### src/rtl/keypad_scanner.sv
// 4x4 matrix keypad scanner: drives one column low at a time, debounces a single
// keypress on the synchronized rows and holds the last accepted key code.
module keypad_scanner #(
  parameter int SCAN_DIV       = 50000,
  parameter int DEBOUNCE_TICKS = 10
) (
  input  logic       clk,
  input  logic       rst,
  input  logic [3:0] row_in,
  output logic [3:0] col_out,
  output logic [3:0] key_code,
  output logic       key_valid,
  output logic       key_held
);

  localparam int DIV_W = (SCAN_DIV > 1) ? $clog2(SCAN_DIV) : 1;
  localparam int CNT_W = $clog2(DEBOUNCE_TICKS + 1);
  localparam logic [DIV_W-1:0] DIV_MAX  = DIV_W'(SCAN_DIV - 1);
  localparam logic [CNT_W-1:0] CNT_DONE = CNT_W'(DEBOUNCE_TICKS);

  typedef enum logic [1:0] {
    ST_SCAN     = 2'd0,
    ST_DEBOUNCE = 2'd1,
    ST_HELD     = 2'd2
  } state_t;

  logic [3:0]       row_meta_r;
  logic [3:0]       rows_r;
  logic [DIV_W-1:0] div_cnt_r;
  logic             tick_s;
  state_t           state_r;
  logic [1:0]       col_idx_r;
  logic [1:0]       row_idx_r;
  logic [CNT_W-1:0] cnt_r;
  logic             any_low_s;
  logic [1:0]       low_row_s;
  logic             sel_row_s;
  logic [CNT_W-1:0] cnt_inc_s;
  logic [1:0]       col_next_s;

  function automatic logic [3:0] col_drive(input logic [1:0] idx);
    logic [3:0] drv;
    case (idx)
      2'd0:    drv = 4'b1110;
      2'd1:    drv = 4'b1101;
      2'd2:    drv = 4'b1011;
      2'd3:    drv = 4'b0111;
      default: drv = 4'b1110;
    endcase
    return drv;
  endfunction

  // Two-stage synchronizer for the asynchronous row lines; idle rows read high.
  always_ff @(posedge clk or negedge rst) begin
    if (!rst) begin
      row_meta_r <= 4'hF;
      rows_r     <= 4'hF;
    end else begin
      row_meta_r <= row_in;
      rows_r     <= row_meta_r;
    end
  end

  // Scan tick divider: one-clock tick at the end of each SCAN_DIV period.
  always_ff @(posedge clk or negedge rst) begin
    if (!rst) begin
      div_cnt_r <= {DIV_W{1'b0}};
    end else if (tick_s) begin
      div_cnt_r <= {DIV_W{1'b0}};
    end else begin
      div_cnt_r <= div_cnt_r + DIV_W'(1);
    end
  end

  // Row priority encode, selected-row lookup and counter increments.
  always_comb begin
    tick_s     = (div_cnt_r == DIV_MAX);
    any_low_s  = (rows_r != 4'hF);
    sel_row_s  = rows_r[row_idx_r];
    cnt_inc_s  = cnt_r + CNT_W'(1);
    col_next_s = col_idx_r + 2'd1;
    if (!rows_r[0]) begin
      low_row_s = 2'd0;
    end else if (!rows_r[1]) begin
      low_row_s = 2'd1;
    end else if (!rows_r[2]) begin
      low_row_s = 2'd2;
    end else begin
      low_row_s = 2'd3;
    end
  end

  // Scan / debounce / held state machine with registered outputs.
  always_ff @(posedge clk or negedge rst) begin
    if (!rst) begin
      state_r   <= ST_SCAN;
      col_idx_r <= 2'd0;
      row_idx_r <= 2'd0;
      cnt_r     <= {CNT_W{1'b0}};
      col_out   <= 4'b1110;
      key_code  <= 4'd0;
      key_valid <= 1'b0;
      key_held  <= 1'b0;
    end else begin
      key_valid <= 1'b0;
      if (tick_s) begin
        case (state_r)
          ST_SCAN: begin
            if (any_low_s) begin
              row_idx_r <= low_row_s;
              // A single-tick debounce accepts on the detecting tick itself.
              if (DEBOUNCE_TICKS == 1) begin
                key_code  <= {low_row_s, col_idx_r};
                key_valid <= 1'b1;
                key_held  <= 1'b1;
                cnt_r     <= {CNT_W{1'b0}};
                state_r   <= ST_HELD;
              end else begin
                cnt_r   <= CNT_W'(1);
                state_r <= ST_DEBOUNCE;
              end
            end else begin
              col_idx_r <= col_next_s;
              col_out   <= col_drive(col_next_s);
            end
          end
          ST_DEBOUNCE: begin
            if (!sel_row_s) begin
              if (cnt_inc_s == CNT_DONE) begin
                key_code  <= {row_idx_r, col_idx_r};
                key_valid <= 1'b1;
                key_held  <= 1'b1;
                cnt_r     <= {CNT_W{1'b0}};
                state_r   <= ST_HELD;
              end else begin
                cnt_r <= cnt_inc_s;
              end
            end else begin
              cnt_r   <= {CNT_W{1'b0}};
              state_r <= ST_SCAN;
            end
          end
          ST_HELD: begin
            // Count consecutive released ticks; any low reading restarts the count.
            if (sel_row_s) begin
              if (cnt_inc_s == CNT_DONE) begin
                key_held <= 1'b0;
                cnt_r    <= {CNT_W{1'b0}};
                state_r  <= ST_SCAN;
              end else begin
                cnt_r <= cnt_inc_s;
              end
            end else begin
              cnt_r <= {CNT_W{1'b0}};
            end
          end
          default: begin
            cnt_r   <= {CNT_W{1'b0}};
            state_r <= ST_SCAN;
          end
        endcase
      end
    end
  end

endmodule

### config.mk
export PLATFORM = sky130hd
export DESIGN_NAME = keypad_scanner
export DESIGN_NICKNAME = d
export VERILOG_FILES = /design/src/rtl/keypad_scanner.sv
export SDC_FILE = /design/constraint.sdc
export NUM_CORES = 1
export LEC_CHECK = 0
export ABC_CLOCK_PERIOD_IN_PS = 2700
export CORE_AREA = 2 2 63 65
export CTS_CLUSTER_DIAMETER = 200
export CTS_CLUSTER_SIZE = 20
export DETAILED_ROUTE_END_ITERATION = 10
export DIE_AREA = 0 0 65 67
export PLACE_DENSITY_LB_ADDON = 0.05
export SLEW_MARGIN = 10
export SYNTH_ARGS = -nofsm -noshare
export SYNTH_HDL_FRONTEND = slang
export SYNTH_SLANG_ARGS = --single-unit
### constraint.sdc
create_clock -name clk -period 2.7 [get_ports clk]
set_input_delay 0.54 -clock clk [delete_from_list [all_inputs] [get_ports clk]]
set_output_delay 0.54 -clock clk [all_outputs]
set_load 0.02 [all_outputs]
==> results.json <==
{
  "hold_path_class": "flop to flop",
  "syn_nets": 190,
  "syn_area_per_cell_um2": 11.5,
  "die_y_um": 67,
  "drc": 0,
  "cts_buffer_depth": 2,
  "post-route-period-util_pct": 86.2,
  "wire_per_inst_um": 14.6,
  "diodes": 0,
  "grt_max_degree": 45,
  "dieArea_um2": 4360,
  "dr.first_iter.drc_count": 107,
  "p_comb_share_pct": 1.9,
  "grt_usage_pct": 19.5,
  "tns_ns": 0,
  "p_per_area_nw_per_um2": 515,
  "io_buffers": 15,
  "critPathLaunchType": "flop",
  "synth_area_um2": 2030,
  "ys_seq_area_share_pct": 54.9,
  "num_rows": 22,
  "required_ns": 2.88,
  "nFillCells": 299,
  "clk_pin_slew_ns": 0.09,
  "firstDrtPassIters": 4,
  "vias": 1348,
  "hold_viol": 0,
  "endpoint_kind": "flop",
  "ir_drop_v": 0.000393,
  "grt_overflow": 0,
  "fin_util_pct": 65.0,
  "ios": 16,
  "syn_to_final_growth_pct": 15.3,
  "cts_tree": "yes",
  "hold_buffers": 0,
  "status": "finished clean",
  "power_frac_clock_pct": 42.4,
  "ant_nets": 0,
  "clock_skew_ns": 0.0121,
  "yosys_warnings": 0,
  "synth.distinct_cells": 39,
  "synth-seq-cells": 44,
  "grt_pass1_vias": 1343,
  "relSlewSlack_pct": 37.8,
  "tightest_slew_ns": 0.933,
  "crit_path_max_fanout": 7,
  "clock_tree.root_cell": "clkbuf_8",
  "met3_length_um": 152,
  "switching_share_pct": 20.8,
  "numCtsBuffers": 5,
  "clock-sinks": 44,
  "maxCapViolCount": 0,
  "crit_type": "flop to flop",
  "period_needed_ns": 2.33,
  "clk_latency_ns": 0.30,
  "leakage_uw": 0.00106,
  "final_layout_size_suffix_gt1_share_pct": 18.2,
  "nNetsFinal": 210,
  "wl_met1_um": 1630,
  "crit_arrival_ns": 2.51,
  "pwr-share-seq_pct": 55.7,
  "place_congestion": 0.728,
  "setup_violations": 0,
  "syn_inst": 177,
  "p_int_uw": 956,
  "postCtsSetupRepairBufs": 0,
  "h-tree-depth": 2,
  "grt_setup_unrepaired": "no",
  "wl_met2_um": 1750,
  "maxSlewViolCount": 0,
  "grt_pass1_wl_um": 6330,
  "antenna_found_initial": 0,
  "initial_core_util_pct": 56.3,
  "dr.max_layer_used": "met4",
  "via_per_inst": 5.48,
  "fmax_ghz": 0.429,
  "hpwl_um": 2540,
  "p_switching_uw": 252,
  "chipWidth_um": 65,
  "totalWireLength_um": 3580,
  "design.core.area_um2": 3610,
  "cts_resized": 0
}
[worst max-delay path: stages, from the launching register on]
cell     delay (ns)
dfrtp_1        0.43
or4b_1         0.61
nor4_4         0.47
and2b_1        0.34
mux2_2         0.36
[final timing paths]
check	end	slack, ns	startpoint	depth (start not counted)
max	cnt_r[1]$_DFFE_PN0P_	0.37	div_cnt_r[11]$_DFF_PN0_	4
min	rows_r[3]$_DFF_PN1_	0.36	row_meta_r[3]$_DFF_PN1_	0
max reg2reg	cnt_r[1]$_DFFE_PN0P_	0.37	div_cnt_r[11]$_DFF_PN0_	4
min reg2reg	rows_r[3]$_DFF_PN1_	0.36	row_meta_r[3]$_DFF_PN1_	0
max in group asynchronous	key_code[3]$_DFFE_PN0P_	1.74	rst	1
min in group asynchronous	div_cnt_r[15]$_DFF_PN0_	0.38	rst	1
[cell type report]
| class | instances | area [µm²] | share of cell area [%] |
|---|---|---|---|
| Sequential cell | 44 | 1110 | 47.6 |
| Inverter | 8 | 30.0 | 1.28 |
| Timing Repair Buffer | 16 | 153 | 6.51 |
| Tap cell | 48 | 60.1 | 2.56 |
| Clock buffer | 5 | 68.8 | 2.94 |
| Clock inverter | 3 | 46.3 | 1.98 |
| Multi-Input combinational cell | 122 | 871 | 37.2 |
[metal layers]
metal,track usage [%],vias up
li1,-,657
met1,25.6,656
met5,0,-
met3,5.57,7
met2,30.9,28
met4,7.18,0
[synth_stat cells]
| cell | number | share of area, % |
|---|---|---|
| nor4b_1 | 1 | 0.43 |
| nor2b_1 | 4 | 1.2 |
| buf_4 | 1 | 0.37 |
| nor3_1 | 6 | 1.5 |
| a32oi_1 | 1 | 0.43 |
| and2b_1 | 1 | 0.37 |
| o21ai_2 | 1 | 0.43 |
| nand3_1 | 9 | 2.2 |
| xnor2_1 | 7 | 3.0 |
| and3_1 | 4 | 1.2 |
| nand4_1 | 5 | 1.5 |
| or4b_4 | 1 | 0.68 |
| nor4_2 | 1 | 0.62 |
| a211o_1 | 1 | 0.43 |
| nand4b_1 | 1 | 0.43 |
| inv_1 | 8 | 1.5 |
| ha_1 | 7 | 4.3 |
| o21ai_0 | 9 | 2.2 |
| nor4_4 | 1 | 1.0 |
| nand2b_1 | 1 | 0.31 |
| nand2_1 | 13 | 2.4 |
| nor2_1 | 12 | 2.2 |
| mux2_2 | 8 | 4.4 |
| clkbuf_1 | 1 | 0.18 |
| dfstp_2 | 11 | 14 |
| buf_2 | 1 | 0.25 |
| a22o_1 | 2 | 0.86 |
| dfrtp_1 | 33 | 41 |
| a21o_1 | 3 | 1.1 |
| o32a_1 | 1 | 0.49 |
| mux4_2 | 1 | 1.1 |
| xor2_1 | 8 | 3.4 |
| or4b_1 | 1 | 0.49 |
| nor3b_1 | 2 | 0.74 |
| a31oi_1 | 3 | 0.92 |
| nand3b_1 | 2 | 0.74 |
| a31o_2 | 1 | 0.43 |
| nand2_2 | 1 | 0.31 |
| a21oi_1 | 3 | 0.74 |
[registers in the layout, summed over array words and instances (netlist names)]
register and count:
div_cnt_r 16, cnt_r 4, col_out 4, key_code 4
row_meta_r 4, rows_r 4, col_idx_r 2, row_idx_r 2
state_r 2, key_held 1, key_valid 1
[through the flow]
step	cell area [µm²]	instances	hold WS, ns	setup WS, ns	total power [µW]
4_1_cts	2340	246	0.360	0.389	1220
3_5_place_dp	2230	238	0.347	0.399	709
3_3_place_gp	2230	238	0.346	0.465	709
6_report	2340	246	0.359	0.371	1210
5_1_grt	2340	246	0.363	0.284	1250
2_1_floorplan	2030	177	0.244	0.616	689
[cell families (layout without fill, tap and decap cells)]
kind of cell    Yosys count  after routing  share of synthesized area, %
fa+ha+maj                 7              7                          4.31
buf+inv                  11             32                          2.28
xor+xnor                 15             15                          6.47
flops                    44             44                          54.9
simple gates             66             66                          18.5
mux                       9              9                          5.54
compound gates           25             25                          8.07
[layout by cell type, fill, tap and decap left out, types with 7 or more instances in the layout]
cell type / count
dfrtp_1: 33
dfstp_2: 11
o21ai_0: 9
ha_1: 7
nor2_1: 12
nand3_1: 9
xnor2_1: 7
inv_1: 8
nand2_1: 13
clkdlybuf4s50_1: 14
xor2_1: 8
mux2_2: 8
[power by group through the flow]
stage                     clock [µW]  combinational, µW  sequential, µW
after detailed placement           0               24.3             685
after global routing             552               26.6             674
after CTS                        522               24.4             673
after floorplan                    0               4.19             684
final                            512               23.1             673
after global placement             0               23.6             685
Power figures use the tool's default switching activity.
